## src/rtl/conv_job_scheduler_if.sv

```systemverilog
// Scheduler-side bundle: requester kernels and grants, engine control/stream, job summary response.
// master = scheduler view; slave = environment (requesters, engine, display) view.
interface conv_job_scheduler_if #(
  parameter int KERNEL_WIDTH = 4,
  parameter int ACC_WIDTH    = 12,
  parameter int SUM_WIDTH    = 16
);
  logic [1:0]                  req;
  logic [9*KERNEL_WIDTH-1:0]   req_kernel0;
  logic [9*KERNEL_WIDTH-1:0]   req_kernel1;
  logic [1:0]                  grant;
  logic                        eng_start;
  logic [KERNEL_WIDTH-1:0]     eng_kernel_in;
  logic                        eng_kernel_valid;
  logic                        eng_kernel_ready;
  logic                        eng_out_valid;
  logic [ACC_WIDTH-1:0]        eng_out_elem;
  logic                        eng_out_last;
  logic [15:0]                 eng_cycle_count;
  logic                        rsp_valid;
  logic                        rsp_id;
  logic [SUM_WIDTH-1:0]        rsp_sum;
  logic [ACC_WIDTH-1:0]        rsp_max;
  logic [6:0]                  rsp_count;
  logic [15:0]                 rsp_cycles;
  logic                        rsp_error;
  logic                        rsp_ack;

  modport master (
    input  req, req_kernel0, req_kernel1,
    output grant,
    output eng_start, eng_kernel_in, eng_kernel_valid,
    input  eng_kernel_ready, eng_out_valid, eng_out_elem, eng_out_last, eng_cycle_count,
    output rsp_valid, rsp_id, rsp_sum, rsp_max, rsp_count, rsp_cycles, rsp_error,
    input  rsp_ack
  );

  modport slave (
    output req, req_kernel0, req_kernel1,
    input  grant,
    input  eng_start, eng_kernel_in, eng_kernel_valid,
    output eng_kernel_ready, eng_out_valid, eng_out_elem, eng_out_last, eng_cycle_count,
    input  rsp_valid, rsp_id, rsp_sum, rsp_max, rsp_count, rsp_cycles, rsp_error,
    output rsp_ack
  );
endinterface

```

## src/rtl/conv_job_scheduler.sv

```systemverilog
// Round-robin sharing of one 3x3 conv engine between two requesters; one job summary per grant.
// Grant one cycle after req; kernel paced by eng_kernel_ready; response held until rsp_ack.
module conv_job_scheduler #(
  parameter int KERNEL_WIDTH = 4,
  parameter int ACC_WIDTH    = 12,
  parameter int SUM_WIDTH    = 16,
  parameter int TIMEOUT      = 4096
) (
  input logic                  clk,
  input logic                  rst_n,
  conv_job_scheduler_if.master bus
);
  localparam int TW = $clog2(TIMEOUT);

  typedef enum logic [2:0] {IDLE, START, LOAD, RUN, RESP} state_t;

  state_t                          state, state_nxt;
  logic   [8:0][KERNEL_WIDTH-1:0]  kernel_q;
  logic   [3:0]                    idx_q;
  logic   [TW-1:0]                 timer_q;
  logic   [SUM_WIDTH-1:0]          sum_q;
  logic   [ACC_WIDTH-1:0]          max_q;
  logic   [6:0]                    count_q;
  logic   [15:0]                   cycles_q;
  logic                            error_q;
  logic                            id_q;
  logic                            prio_q;
  logic   [1:0]                    grant_q;

  logic win;
  logic timeout;
  logic xfer;
  logic out_fire;
  logic [6:0] count_inc;

  always_ff @(posedge clk or negedge rst_n) begin
    if (!rst_n) state <= IDLE;
    else        state <= state_nxt;
  end

  always_comb begin
    state_nxt             = state;
    win                   = 1'b0;
    timeout               = (timer_q == TW'(TIMEOUT - 1));
    xfer                  = 1'b0;
    out_fire              = 1'b0;
    bus.eng_start         = 1'b0;
    bus.eng_kernel_valid  = 1'b0;
    bus.eng_kernel_in     = '0;
    bus.rsp_valid         = 1'b0;
    // prio_q names the requester favoured on a tie: the one not served last
    win = (bus.req == 2'b11) ? prio_q : bus.req[1];
    case (state)
      IDLE: begin
        if (|bus.req) state_nxt = START;
      end
      START: begin
        bus.eng_start = 1'b1;
        state_nxt     = timeout ? RESP : LOAD;
      end
      LOAD: begin
        xfer                 = bus.eng_kernel_ready;
        bus.eng_kernel_valid = xfer;
        bus.eng_kernel_in    = kernel_q[idx_q];
        if (timeout)                     state_nxt = RESP;
        else if (xfer && idx_q == 4'd8)  state_nxt = RUN;
      end
      RUN: begin
        out_fire = bus.eng_out_valid;
        if ((out_fire && bus.eng_out_last) || timeout) state_nxt = RESP;
      end
      RESP: begin
        bus.rsp_valid = 1'b1;
        if (bus.rsp_ack) state_nxt = IDLE;
      end
      default: state_nxt = IDLE;
    endcase
  end

  assign count_inc = count_q + 7'd1;

  always_ff @(posedge clk or negedge rst_n) begin
    if (!rst_n) begin
      kernel_q <= '0;
      idx_q    <= '0;
      timer_q  <= '0;
      sum_q    <= '0;
      max_q    <= '0;
      count_q  <= '0;
      cycles_q <= '0;
      error_q  <= 1'b0;
      id_q     <= 1'b0;
      prio_q   <= 1'b0;
      grant_q  <= '0;
    end else begin
      grant_q <= '0;
      case (state)
        IDLE: begin
          if (|bus.req) begin
            kernel_q <= win ? bus.req_kernel1 : bus.req_kernel0;
            id_q     <= win;
            grant_q  <= win ? 2'b10 : 2'b01;
            idx_q    <= '0;
            timer_q  <= '0;
            sum_q    <= '0;
            max_q    <= '0;
            count_q  <= '0;
            cycles_q <= '0;
            error_q  <= 1'b0;
          end
        end
        START, LOAD, RUN: begin
          timer_q <= timer_q + 1'b1;
          if (xfer) idx_q <= idx_q + 4'd1;
          if (out_fire) begin
            sum_q   <= sum_q + SUM_WIDTH'(bus.eng_out_elem);
            count_q <= count_inc;
            if (bus.eng_out_elem > max_q) max_q <= bus.eng_out_elem;
          end
          // a final element beats a simultaneous watchdog expiry
          if (out_fire && bus.eng_out_last) begin
            cycles_q <= bus.eng_cycle_count;
            error_q  <= (count_inc != 7'd80);
          end else if (timeout) begin
            cycles_q <= '0;
            error_q  <= 1'b1;
          end
        end
        RESP: begin
          if (bus.rsp_ack) prio_q <= ~id_q;
        end
        default: ;
      endcase
    end
  end

  assign bus.grant      = grant_q;
  assign bus.rsp_id     = id_q;
  assign bus.rsp_sum    = sum_q;
  assign bus.rsp_max    = max_q;
  assign bus.rsp_count  = count_q;
  assign bus.rsp_cycles = cycles_q;
  assign bus.rsp_error  = error_q;
endmodule

```

## src/flat_wrapper.sv

```systemverilog
// flat-port wrapper written by rule: the top's interface ports become plain ports
module conv_job_scheduler_flat 
#(
  parameter int KERNEL_WIDTH = 4,
  parameter int ACC_WIDTH    = 12,
  parameter int SUM_WIDTH    = 16,
  parameter int TIMEOUT      = 4096
)
  (clk, rst_n, bus_req, bus_req_kernel0, bus_req_kernel1, bus_grant, bus_eng_start, bus_eng_kernel_in, bus_eng_kernel_valid, bus_eng_kernel_ready, bus_eng_out_valid, bus_eng_out_elem, bus_eng_out_last, bus_eng_cycle_count, bus_rsp_valid, bus_rsp_id, bus_rsp_sum, bus_rsp_max, bus_rsp_count, bus_rsp_cycles, bus_rsp_error, bus_rsp_ack);
  conv_job_scheduler_if #(.KERNEL_WIDTH(KERNEL_WIDTH), .ACC_WIDTH(ACC_WIDTH), .SUM_WIDTH(SUM_WIDTH)) bus_i ();
  input logic clk;
  input logic rst_n;
  input wire logic [$bits(bus_i.req)-1:0] bus_req;
  input wire logic [$bits(bus_i.req_kernel0)-1:0] bus_req_kernel0;
  input wire logic [$bits(bus_i.req_kernel1)-1:0] bus_req_kernel1;
  output wire logic [$bits(bus_i.grant)-1:0] bus_grant;
  output wire logic [$bits(bus_i.eng_start)-1:0] bus_eng_start;
  output wire logic [$bits(bus_i.eng_kernel_in)-1:0] bus_eng_kernel_in;
  output wire logic [$bits(bus_i.eng_kernel_valid)-1:0] bus_eng_kernel_valid;
  input wire logic [$bits(bus_i.eng_kernel_ready)-1:0] bus_eng_kernel_ready;
  input wire logic [$bits(bus_i.eng_out_valid)-1:0] bus_eng_out_valid;
  input wire logic [$bits(bus_i.eng_out_elem)-1:0] bus_eng_out_elem;
  input wire logic [$bits(bus_i.eng_out_last)-1:0] bus_eng_out_last;
  input wire logic [$bits(bus_i.eng_cycle_count)-1:0] bus_eng_cycle_count;
  output wire logic [$bits(bus_i.rsp_valid)-1:0] bus_rsp_valid;
  output wire logic [$bits(bus_i.rsp_id)-1:0] bus_rsp_id;
  output wire logic [$bits(bus_i.rsp_sum)-1:0] bus_rsp_sum;
  output wire logic [$bits(bus_i.rsp_max)-1:0] bus_rsp_max;
  output wire logic [$bits(bus_i.rsp_count)-1:0] bus_rsp_count;
  output wire logic [$bits(bus_i.rsp_cycles)-1:0] bus_rsp_cycles;
  output wire logic [$bits(bus_i.rsp_error)-1:0] bus_rsp_error;
  input wire logic [$bits(bus_i.rsp_ack)-1:0] bus_rsp_ack;
  assign bus_i.req = bus_req;
  assign bus_i.req_kernel0 = bus_req_kernel0;
  assign bus_i.req_kernel1 = bus_req_kernel1;
  assign bus_grant = bus_i.grant;
  assign bus_eng_start = bus_i.eng_start;
  assign bus_eng_kernel_in = bus_i.eng_kernel_in;
  assign bus_eng_kernel_valid = bus_i.eng_kernel_valid;
  assign bus_i.eng_kernel_ready = bus_eng_kernel_ready;
  assign bus_i.eng_out_valid = bus_eng_out_valid;
  assign bus_i.eng_out_elem = bus_eng_out_elem;
  assign bus_i.eng_out_last = bus_eng_out_last;
  assign bus_i.eng_cycle_count = bus_eng_cycle_count;
  assign bus_rsp_valid = bus_i.rsp_valid;
  assign bus_rsp_id = bus_i.rsp_id;
  assign bus_rsp_sum = bus_i.rsp_sum;
  assign bus_rsp_max = bus_i.rsp_max;
  assign bus_rsp_count = bus_i.rsp_count;
  assign bus_rsp_cycles = bus_i.rsp_cycles;
  assign bus_rsp_error = bus_i.rsp_error;
  assign bus_i.rsp_ack = bus_rsp_ack;
  conv_job_scheduler #(.KERNEL_WIDTH(KERNEL_WIDTH), .ACC_WIDTH(ACC_WIDTH), .SUM_WIDTH(SUM_WIDTH), .TIMEOUT(TIMEOUT)) u_core (.clk(clk), .rst_n(rst_n), .bus(bus_i));
endmodule
```

## config.mk

```make
export PLATFORM = sky130hd
export DESIGN_NAME = conv_job_scheduler_flat
export DESIGN_NICKNAME = d
export VERILOG_FILES = /design/src/rtl/conv_job_scheduler_if.sv /design/src/rtl/conv_job_scheduler.sv /design/src/flat_wrapper.sv
export SDC_FILE = /design/constraint.sdc
export NUM_CORES = 1
export LEC_CHECK = 0
export ABC_AREA = 1
export CELL_PAD_IN_SITES_DETAIL_PLACEMENT = 1
export CELL_PAD_IN_SITES_GLOBAL_PLACEMENT = 1
export CORE_UTILIZATION = 35
export CTS_CLUSTER_SIZE = 28
export DETAILED_ROUTE_END_ITERATION = 12
export HOLD_SLACK_MARGIN = 0.05
export PLACE_DENSITY_LB_ADDON = 0.1
export SYNTH_ARGS = -nofsm -noshare
export SYNTH_HDL_FRONTEND = slang
export SYNTH_SLANG_ARGS = --single-unit
```

## constraint.sdc

```tcl
create_clock -name clk -period 2.6 [get_ports clk]
set_clock_uncertainty 0.15 [all_clocks]
set_input_delay 0.78 -clock clk [delete_from_list [all_inputs] [get_ports clk]]
set_output_delay 0.78 -clock clk [all_outputs]
set_load 0.02 [all_outputs]
```

==> flow_metrics.tcl <==
set metrics [dict create \
    vias 6396 \
    finalCriticalPeriod_ps 2690 \
    pre_cts_ws_ps -338 \
    crit_path_start_kind "register" \
    required_ps 1670 \
    yosysSeqAreaShare_pct 43.7 \
    status "finished, violations left" \
    cts_sinks 111 \
    holdWs_ps 188 \
    die_w_um 137 \
    wl_per_cell_um 16.0 \
    antenna_left 0 \
    hold_buffers 0 \
    cts_tree "done" \
    viasPerCell 4.95 \
    min_path_type "input pin to asynchronous set/reset pin" \
    drtPass1Iterations 4 \
    r2r_cells 8 \
    ys_async_sr_fraction_pct 100 \
    drtIter0Drc 314 \
    yosysTopAreaCell "dfrtp_1" \
    crit_arrival_ps 1760 \
    setup_ws_ps -90.8 \
    syn_area_per_cell_sq_um 7.54 \
    dieArea_sq_um 18700 \
    gp_congestion 0.813 \
    slew_headroom_pct 63.2 \
    drc 0 \
    n_antenna_cell 0 \
    power_mw 8.76 \
    ir_drop_mv 0.436 \
    drt-total-wl_um 20600 \
    synth_most_common_cell "nand2_1" \
    clock.fmax_ghz 0.372 \
    rows 48 \
    synthesis.area_sq_um 6360 \
    tns_ps -175 \
    clockRootBuffer "clkbuf_16" \
    ys_seq_elements 111 \
    synth_top_area_share_pct 43.7 \
    synth_edf_count 0 \
    yosys_warnings 0 \
    grt_use_total_pct 23.1 \
    fin_nets 1199 \
    synth_common_cells "283 x nand2_1, 111 x dfrtp_1, 97 x nand3_1, 66 x inv_1, 66 x nor2_1" \
    crit_path_max_fanout 6 \
    finalHoldViolations 0 \
    failed_checks "negative setup slack" \
    n_fill_cell 2158 \
    ys_top_cells_by_area "dfrtp_1 44%, nand2_1 17%, nand3_1 7.6%" \
    area_growth_pct 41.9 \
    start_util_pct 36.3 \
    rsz0062_at_grt "yes" \
    synthesis.nets 980 \
    critical_path_class "register to primary output" \
    core_area_sq_um 17500 \
    cts.path.max_buffers 2 \
    clk_latency_ps 360 \
    drive_gt1_share_pct 12.0 \
    grt_antenna_before_repair 0 \
    overflow 0 \
    critPathCaptureType "primary output" \
    grt_max_degree 42 \
    min_period_over_period_pct 103 \
    clk_pin_slew_ps 80 \
    ys.flop_type "dfrtp_1" \
    synth_cell_type_count 44 \
    cts_htree_levels 3 \
    io_pins 170 \
    final-setup-viol-count 4 \
    slew_violations 0 \
    numCtsBuffers 9 \
    portBuffers 169 \
    syn_inst 843 \
    p_leak_nw 4.38 \
    grt_pass1_vias 6683 \
    die_height_um 137 \
    dp_hpwl_um 16000 \
    grt_pass1_wl_um 33600 \
    powerDensity_nw_per_um2 971 \
    cap_violations 0 \
    worstMarginPinSlew_ps 551 \
]
==> through the flow <==
step           utilization [%]  instances  instance area (sq um)
2_1_floorplan                -        843                   6360
6_report                  51.5       1292                   9020
3_3_place_gp              49.6       1274                   8700
4_1_cts                   51.4       1291                   9010
3_5_place_dp              49.6       1274                   8700
5_1_grt                   51.5       1292                   9020
==> registers in the layout, summed over array words and instances (netlist names) <==
name / cells
u_core.bus.rsp_error: 1
u_core.bus.rsp_count: 7
u_core.idx_q: 4
u_core.timer_q: 12
u_core.bus.rsp_id: 1
u_core.bus.grant: 2
u_core.bus.rsp_max: 12
u_core.prio_q: 1
u_core.state: 3
u_core.bus.rsp_sum: 16
u_core.kernel_q: 36
u_core.bus.rsp_cycles: 16
==> power by group <==
part	total, mW	internal, mW	switching [mW]	leakage [nW]
registers	2.76	2.31	0.450	1.46
logic	4.58	1.95	2.63	2.77
clock network	1.43	0.687	0.739	0.148
==> critical path, stage by stage (launching register included) <==
cell,delay (ps)
dfrtp_2,470
clkinv_2,80
buf_4,120
nor2_1,40
o211ai_1,210
nand3_1,130
a21oi_2,200
buf_4,170
==> layer usage <==
metal	vias to the layer above	global-route usage (%)	part of all wire [%]
li1	3175	-	-
met1	3077	31.4	47
met2	126	38.9	48
met3	18	2.56	3.5
met4	0	6.23	1.2
met5	-	0	0
==> cell type report <==
class	instances	area, sq um	area share [%]
clock buffers	9	225	2.50
repair buffers	237	2250	25.0
inverters	76	292	3.23
multi-input cells	627	3120	34.6
well taps	225	282	3.12
clock inverters	7	73.8	0.818
flip-flops and latches	111	2780	30.8
==> cells by family (layout without fill, tap and decap cells) <==
| family | Yosys count | count (layout) | synth area share, % |
|---|---|---|---|
| flops | 111 | 111 | 43.7 |
| simple gates | 497 | 497 | 33.4 |
| buf+inv | 105 | 329 | 7.48 |
| compound gates | 93 | 93 | 8.50 |
| fa+ha+maj | 29 | 29 | 5.82 |
| xor+xnor | 8 | 8 | 1.10 |
==> cell usage in the layout (no fill, tap or decap), drive strengths merged, types with 2 or more instances in the layout <==
master         instances
nor3                   8
or2                    2
inv                   78
xor2                   7
a22o                   4
o211ai                 8
o22ai                  4
dfrtp                111
o21ai                 39
nand3b                 3
nor2                  70
a21oi                 32
nand4                 16
clkbuf                 9
nand2                297
dlygate4sd2            2
ha                    28
clkdlybuf4s50        161
clkinv                 5
buf                   74
nand3                 97
==> final timing paths <==
check / start / to / slack [ps]
worst max register to register: u_core.state[0] / u_core.bus.rsp_sum[1] / 550
worst min register to register: u_core.bus.rsp_cycles[12] / u_core.bus.rsp_cycles[12] / 330
max in group asynchronous: rst_n / u_core.bus.rsp_max[6] / 1520
worst min-delay path: rst_n / u_core.bus.rsp_sum[10] / 190
worst max-delay path: u_core.idx_q[0] / bus_eng_kernel_in[2] / -90
min in group clk: u_core.bus.rsp_cycles[12] / u_core.bus.rsp_cycles[12] / 330
==> timing repair <==
item	CTS	global route
cloned	0	1
resized for setup	35	6
pin swaps	3	3
endpoints found under the setup margin	7	6
setup buffers	1	0
No activity file was read; power rests on OpenSTA's default activity.
